==> config.mk <==
export PLATFORM = sky130hd
export DESIGN_NAME = stream_sort_engine
export DESIGN_NICKNAME = d
export VERILOG_FILES = /design/src/rtl/stream_sort_engine.sv
export SDC_FILE = /design/constraint.sdc
export NUM_CORES = 1
export LEC_CHECK = 0
export CAP_MARGIN = 20
export CORE_ASPECT_RATIO = 1.4
export CORE_MARGIN = 8
export CORE_UTILIZATION = 65
export CTS_BUF_LIST = sky130_fd_sc_hd__clkbuf_8
export CTS_CLUSTER_SIZE = 30
export DETAILED_ROUTE_END_ITERATION = 7
export PLACE_DENSITY = 0.85
export SYNTH_ARGS = -nofsm -noshare
export SYNTH_HDL_FRONTEND = slang
export SYNTH_SLANG_ARGS = --single-unit
export TNS_END_PERCENT = 1
==> constraint.sdc <==
create_clock -name clk -period 6.3 [get_ports clk]
set_input_delay 1.26 -clock clk [delete_from_list [all_inputs] [get_ports clk]]
set_output_delay 1.26 -clock clk [all_outputs]
set_load 0.03 [all_outputs]
==> src/rtl/stream_sort_engine.sv <==
// Frame sorter: loads up to N words over a valid/ready stream, sorts them
// in place with odd-even transposition (early exit on two swap-free passes),
// then drains them in order. Invalid slots sink to the end of the frame.
module stream_sort_engine #(
   parameter int N     = 8,
   parameter int WIDTH = 32,
   localparam int CW   = $clog2(N + 1)
) (
   input  logic             clk,
   input  logic             rst,
   input  logic             cfg_descend,
   input  logic             cfg_signed,
   input  logic             in_valid,
   output logic             in_ready,
   input  logic [WIDTH-1:0] in_data,
   input  logic             in_last,
   output logic             out_valid,
   input  logic             out_ready,
   output logic [WIDTH-1:0] out_data,
   output logic             out_last,
   output logic [CW-1:0]    out_count,
   output logic             busy,
   output logic             sort_done
);

   localparam int IW = $clog2(N);

   typedef enum logic [1:0] {LOAD = 2'd0, SORT = 2'd1, DRAIN = 2'd2} state_t;

   state_t           state_q, state_d;
   logic [WIDTH-1:0] slot     [N];
   logic [WIDTH-1:0] slot_nxt [N];
   logic [N-1:0]     vld, vld_nxt;
   logic             any_swap;
   logic [IW-1:0]    wr_idx, rd_idx, pass;
   logic [CW-1:0]    count;
   logic             prev_swap;
   logic             descend, sgn;
   logic             in_fire, out_fire, last_beat, last_rd, sort_end;

   // key[a] > key[b] under the frame's signedness
   function automatic logic key_gt(input logic [WIDTH-1:0] a, input logic [WIDTH-1:0] b,
                                   input logic s);
      if (s) return $signed(a) > $signed(b);
      else   return a > b;
   endfunction

   assign in_fire   = in_valid && in_ready && (state_q == LOAD);
   assign last_beat = in_last || (wr_idx == IW'(N - 1));
   assign out_fire  = out_valid && out_ready;
   assign last_rd   = (CW'(rd_idx) == count - CW'(1));
   assign sort_end  = (state_q == SORT) &&
                      ((pass == IW'(N - 1)) || ((pass != '0) && !prev_swap && !any_swap));

   // One compare-exchange pass; pair parity follows the pass number
   always_comb begin
      slot_nxt = slot;
      vld_nxt  = vld;
      any_swap = 1'b0;
      for (int i = 0; i < N - 1; i++) begin
         if ((i % 2) == int'(pass[0])) begin
            if ((!vld[i] && vld[i+1]) ||
                (vld[i] && vld[i+1] &&
                 (descend ? key_gt(slot[i+1], slot[i], sgn)
                          : key_gt(slot[i], slot[i+1], sgn)))) begin
               slot_nxt[i]   = slot[i+1];
               slot_nxt[i+1] = slot[i];
               vld_nxt[i]    = vld[i+1];
               vld_nxt[i+1]  = vld[i];
               any_swap      = 1'b1;
            end
         end
      end
   end

   // Next-state logic
   always_comb begin
      state_d = state_q;
      case (state_q)
         LOAD:    if (in_fire && last_beat) state_d = SORT;
         SORT:    if (sort_end)             state_d = DRAIN;
         DRAIN:   if (out_fire && last_rd)  state_d = LOAD;
         default:                           state_d = LOAD;
      endcase
   end

   // Output decode; data is forced to zero outside DRAIN
   always_comb begin
      out_valid = (state_q == DRAIN);
      busy      = (state_q != LOAD);
      out_data  = out_valid ? slot[rd_idx] : '0;
      out_last  = out_valid && last_rd;
      out_count = out_valid ? count : '0;
   end

   // State register and control counters
   always_ff @(posedge clk or posedge rst) begin
      if (rst) begin
         state_q   <= LOAD;
         in_ready  <= 1'b0;
         sort_done <= 1'b0;
         wr_idx    <= '0;
         rd_idx    <= '0;
         pass      <= '0;
         prev_swap <= 1'b0;
         count     <= '0;
         vld       <= '0;
      end else begin
         state_q   <= state_d;
         in_ready  <= (state_d == LOAD);
         sort_done <= sort_end;
         case (state_q)
            LOAD: begin
               pass      <= '0;
               prev_swap <= 1'b0;
               if (in_fire) begin
                  vld[wr_idx] <= 1'b1;
                  wr_idx      <= last_beat ? '0 : wr_idx + IW'(1);
                  if (last_beat) count <= CW'(wr_idx) + CW'(1);
               end
            end
            SORT: begin
               vld       <= vld_nxt;
               prev_swap <= any_swap;
               if (!sort_end) pass <= pass + IW'(1);
            end
            DRAIN: begin
               if (out_fire) begin
                  rd_idx <= last_rd ? '0 : rd_idx + IW'(1);
                  if (last_rd) vld <= '0;
               end
            end
            default: ;
         endcase
      end
   end

   // Slot storage and per-frame compare mode
   always_ff @(posedge clk) begin
      if (in_fire) begin
         slot[wr_idx] <= in_data;
         if (wr_idx == '0) begin
            descend <= cfg_descend;
            sgn     <= cfg_signed;
         end
      end else if (state_q == SORT) begin
         slot <= slot_nxt;
      end
   end

endmodule

==> run metrics, run 1 <==
status finished clean; share of synthesized registers carrying an async set or reset 9.15%; fin nets about 3,500; Max Fclk a little under 0.2 GHz; final setup vio count 0; cts hold-fix bufs 0; # port buffers between 70 and 80; Starting DRT DRC Count 2,764; crit-path cells buf_4 > mux4_2 > mux2i_1 > nor2b_1 > clkdlybuf4s50_1; num ports 80; Core Util, Final 71.0%; largest net degree at the start of global routing 74; Synth Flop Type edfxtp_1; filler instances 3,303; Worst setup SP type flip-flop; Worst-path clk slew 70 ps; core area ~44,000 um^2; total gr overflow 0; row count 91; share of layout cells above drive strength 1 7.46%; R2R cell count 11; Worst path slowest cell dfrtp_4; flop-to-flop setup slack around 1300 ps; RSZ-0062 raised after global routing false; smallest setup slack after layout 1160 ps; max cap viols 0; Post-synth EDFFs about 260; insertion delay to the later sink of the worst-skew pair 640 ps; crit path from rd_idx[0]; post-synthesis cell type count 84; final wirelength around 100,000 um; post-placement worst setup slack ~1500 ps; initial antenna violation count 1; Die X 194 um; most common cell after layout, fill and taps aside ha_1; Area Growth Syn to Fin 8.25%; via count between 20,000 and 30,000; crit path kind flip-flop to primary output; TritonCTS clock tree done; ANT nets after route 0; Synth area leader edfxtp_1; DRC Markers 0; Arrival @ worst endpoint 3880 ps; htree depth 2; clk_skew 33.2 ps; most frequent cells in the layout ha_1, inv_1, a21oi_1; top-area cell type share of the netlist area a little over a quarter; post-DP HPWL 70,300 um; post-cts sizing count 0; Die ar. 51,400 um^2; DIE HEIGHT around 270 um; total CTS buffers 50; Ys Warns 0; Worst R2R End slot[11]; synthesized flop and latch total ~280; RR Startpoint slot[51]; post-CTS setup buffer count 0; post-route setup TNS 0 ps; Max FO, Critical Path 52; Final Hold Viols 0; CP endpoint kind primary output; Crit path largest cell delay 1160 ps; synth top area cells edfxtp_1, ha_1, mux2i_1, mux4_2, a21oi_1; Cell Area, Synth 28,800 um^2; syn_nets 3,540; CTS Buffer Depth 3; Hold Path Class flip-flop to flip-flop; Pre-Repair DR Iteration Count 6; Synth Area per Inst 9.48 um^2; fin crit share 81.6%; placed cell count between 3,000 and 4,000; Post-Synthesis Cells 3,041; Final Non-Filler Cells around 3,600; minimum clock period slightly above 5000 ps; clk sinks 284; Slew Limit Headroom 21.1%; Root Driver clkbuf_8; Overall Global Routing Usage roughly 38%; WL/cell ~28 um; sequential-to-total area share from yosys stat 29.1%; global-route wire length before repair 151,000 um; number of global-route vias before repair between 20,000 and 30,000; CP Data Required Time 5040 ps; Worst Setup EP out_data[7]; Placer Congestion 1.05; Final Max Slew Viols 0; Initial Util 65.6%; vias per inst a little over 7; Slew @ Worst Pin 1180 ps
-- stage by stage --
| step | hold WS [ps] | instance area, um^2 |
|---|---|---|
| global placement | 494 | 30000 |
| global route | 530 | 31200 |
| CTS | 513 | 31100 |
| floorplan | 472 | 28800 |
| detailed placement | 494 | 30000 |
| finish | 515 | 31200 |
-- worst min-delay path by stage --
stage | from | endpoint | slack (ps) | cells past startpoint
3_3_place_gp | vld[7] | vld[7] | 490 | 1
3_5_place_dp | vld[7] | vld[7] | 490 | 1
4_1_cts | vld[7] | vld[7] | 510 | 1
5_1_grt | vld[7] | vld[7] | 530 | 1
2_1_floorplan | vld[7] | vld[7] | 470 | 1
6_report | vld[7] | vld[7] | 510 | 1
-- cell families after synthesis --
| family | after synthesis | synth area share [%] |
|---|---|---|
| flip-flops | 284 | 29.1 |
| adder cells (fa/ha/maj) | 460 | 20.0 |
| buffers and inverters | 471 | 6.74 |
| AO/OA/AOI/OAI | 880 | 20.7 |
| multiplexers | 296 | 13.1 |
| XOR/XNOR | 3 | 0.0912 |
| AND/OR/NAND/NOR | 647 | 10.3 |
-- Yosys cell counts (5+ instances only) --
cell type / count
o31ai_1: 5
o21ai_0: 77
a31oi_1: 8
ha_1: 460
mux2i_1: 231
edfxtp_1: 258
buf_6: 15
a211oi_1: 91
a22o_1: 130
o21ai_1: 18
o211ai_1: 48
a21o_1: 162
nor3_1: 21
inv_1: 284
nor2b_1: 51
clkbuf_1: 87
buf_2: 26
o21a_1: 6
nand4_1: 46
a21oi_1: 269
nor4_1: 5
or3_1: 5
buf_4: 8
dfrtp_1: 26
and4_1: 6
nand2b_1: 12
nand2_1: 227
and2_1: 6
nand3_1: 27
o22ai_1: 5
buf_1: 49
nor2_1: 218
mux4_2: 64
a221oi_1: 7
-- registers in the layout (all words and copies together), names as in the netlist --
name and cells:
in_ready 1, wr_idx 3, slot 256, vld 8, prev_swap 1, sgn 1
pass 3, count 4, descend 1, rd_idx 3, sort_done 1, state_q 2
-- critical path, delay by kind of cell (launching register included) --
kind / cells / cell delay [ps]
simple gates: 1 / 70
flops: 1 / 1160
buf+inv: 2 / 1110
mux: 2 / 830
-- routing by layer --
metal / share of wire, % / GRT usage [%] / vias to the layer above
met5: 0 / 0 / -
met4: 9.4 / 31.9 / 0
li1: - / - / 11100
met3: 8.8 / 6.32 / 491
met1: 34 / 41.2 / 12400
met2: 48 / 64.4 / 1597
-- area by class of cell --
type                       instances  area (um^2)  share of cell area [%]
inverter                         286         1070                    3.44
multi-input combinational       2286        18700                    59.8
clock buffer                      51          702                    2.25
tap                              558          698                    2.24
clock inverter                    39          358                    1.15
antenna                            3         7.51                  0.0241
timing repair buffer             123         1290                    4.12
sequential                       284         8410                    26.9
Power of run 1 is not shown: default switching activity piles up to over one toggle a cycle in this logic, so the estimate is an artifact.
==> run 2, diff against run 1 <==
clock period = 5 ns   (was 6.3 ns; I/O delays follow)
==> run 2 against run 1 <==
  * Wire length is 1.5% lower
  * Clock skew is essentially flat
  * Core utilization is 0.083 points lower
  * Global-route usage is 0.36 points lower
  * Sequential cell count unchanged
  * Via count fell by 0.68%
  * Setup slack worse by 1100 ps
  * Critical path depth increased by 8
  * Count of clock-buffer cells in the layout is the same
  * First-iteration DRC count shrank 3.1%
  * Critical endpoint is now slot[105]
  * Largest cell class unchanged
  * Highest routed layer unchanged
==> run metrics, run 2 (synthesis results as in run 1) <==
status finished clean; row count 91 (unchanged); register bank with the most flops slot; core area 43,900 um^2 (unchanged); Worst Setup EP slot[105]; clk_skew 32.9 ps (-0.293 ps); via count 25,500 (-0.68%); RSZ-0062 raised after global routing false; RR Startpoint slot[119]; CTS Buffer Depth 3 (unchanged); CP Data Required Time 5370 ps (+330 ps); initial antenna violation count 2 (+1); Slew @ Worst Pin 1220 ps (+41.1 ps); Pre-Repair DR Iteration Count 6 (unchanged); crit path kind flip-flop to flip-flop; DRC Markers 0 (unchanged); Die ar. 51,400 um^2 (unchanged); CP endpoint kind flip-flop; most used cell, CP nand4_1; Placer Congestion 1.02 (-3.0%); final wirelength 99,600 um (-1.5%); FF/Latch Area 8410 um^2 (unchanged); R2R cell count 13 (+2); most frequent cells in the layout ha_1, inv_1, a21oi_1; total CTS buffers 49 (-2.0%); # port buffers 79 (unchanged); Worst R2R End slot[105]; share of layout cells above drive strength 1 7.63% (+0.17 points); final setup vio count 0 (unchanged); Root Driver clkbuf_8; Crit path largest cell delay 1020 ps (-140 ps); largest registers slot x256, vld x8, count x4; Max Fclk 0.204 GHz; Area Growth Syn to Fin 8.13%; TritonCTS clock tree done; global-route wire length before repair 151,000 um (-0.52%); Slew Limit Headroom 18.4% (-2.7 points); post-route setup TNS 0 ps (unchanged); Worst path slowest cell nor3_1; Worst setup SP type flip-flop; largest net degree at the start of global routing 70 (-5.4%); DP Area 30,200 um^2 (+0.56%); WL/cell 27.4 um (-1.7%); Post-Layout Inst Area 31,200 um^2 (-0.12%); max cap viols 0 (unchanged); Starting DRT DRC Count 2,677 (-3.1%); Final Hold Viols 0 (unchanged); Multi-input gate area 18,700 um^2 (unchanged); max reg flops 256 (unchanged); number of global-route vias before repair 25,400 (-0.69%); vias per inst 6.99 (-0.92%); DIE HEIGHT 265 um (unchanged); Overall Global Routing Usage 37.5% (-0.36 points); Final Max Slew Viols 0 (unchanged); Die X 194 um (unchanged); minimum clock period 4910 ps; htree depth 2 (unchanged); num ports 80 (unchanged); post-DP HPWL 71,300 um (+1.5%); Hold Path Class flip-flop to flip-flop; fin nets 3,543 (+0.37%); Max FO, Critical Path 69 (+33%); Worst-path clk slew 70 ps (about the same); post-CTS setup buffer count 0 (unchanged); fin crit share 98.2%; clk sinks 284 (unchanged); post-cts sizing count 0 (unchanged); Core Util, Final 70.9% (-0.083 points); most common cell after layout, fill and taps aside ha_1; filler instances 3,372 (+2.1%); cts hold-fix bufs 0 (unchanged); ANT nets after route 0 (unchanged); Initial Util 65.6% (unchanged); Arrival @ worst endpoint 5280 ps (+1400 ps); crit path from slot[119]; total gr overflow 0 (unchanged); crit-path cells inv_1 > ha_1 > nand4_1 > nor3_1 > nand2_1 > o31a_1 > a2bb2oi_1 > nand4_1 > nand4_1 > buf_12 > mux2i_1 > o211ai_1 > nand2_1; flop-to-flop setup slack 90 ps (-1190 ps); insertion delay to the later sink of the worst-skew pair 640 ps (about the same)
-- run 2: changes by cell type in the layout (fill, tap and decap cells not counted), sizes merged --
cell,change
diode,-2
bufinv,-6
buf,+14
clkinvlp,-3
clkinv,+1
inv,+5
-- run 2: area by class of cell --
type	instances	area share (%)
clock buffers	51	2.25
multi-input cells	2286	59.9
flip-flops and latches	284	27.0
clock inverters	36	0.598
well taps	558	2.24
diodes	1	0.00803
inverters	286	3.44
repair buffers	137	4.58
-- run 2: worst min path at each step --
| stage | from | endpoint | slack [ps] | cells past startpoint |
|---|---|---|---|---|
| final | vld[7] | vld[7] | 550 | 1 |
| after global routing | vld[7] | vld[7] | 560 | 1 |
| after CTS | vld[7] | vld[7] | 550 | 1 |
| after detailed placement | vld[0] | vld[0] | 540 | 1 |
| after global placement | vld[7] | vld[7] | 510 | 1 |
| after floorplan | vld[7] | vld[7] | 470 | 1 |
-- run 2: metal layers --
metal	wire (um)	vias to the layer above	GRT usage [%]
met5	0	-	0
met4	9070	0	31.0
met3	8630	519	6.50
met2	47800	1569	63.8
met1	34100	12200	40.8
li1	-	11200	-
-- run 2: worst max-delay path, delay by kind of cell, from the launching register on --
family | cells | cell delay (ps)
multiplexers | 1 | 140
flip-flops | 1 | 490
adder cells (fa/ha/maj) | 1 | 360
AO/OA/AOI/OAI | 3 | 800
AND/OR/NAND/NOR | 6 | 2260
buffers and inverters | 2 | 460
-- run 2: per-stage QoR --
| step | instances | worst slack (ps) | hold slack (ps) |
|---|---|---|---|
| final | 3639 | 92.1 | 546 |
| after global routing | 3639 | 69.5 | 558 |
| after CTS | 3635 | 426 | 549 |
| after detailed placement | 3548 | 466 | 535 |
| after global placement | 3547 | 215 | 507 |
| after floorplan | 3041 | 248 | 472 |
Power of run 2 is left out for the same reason.
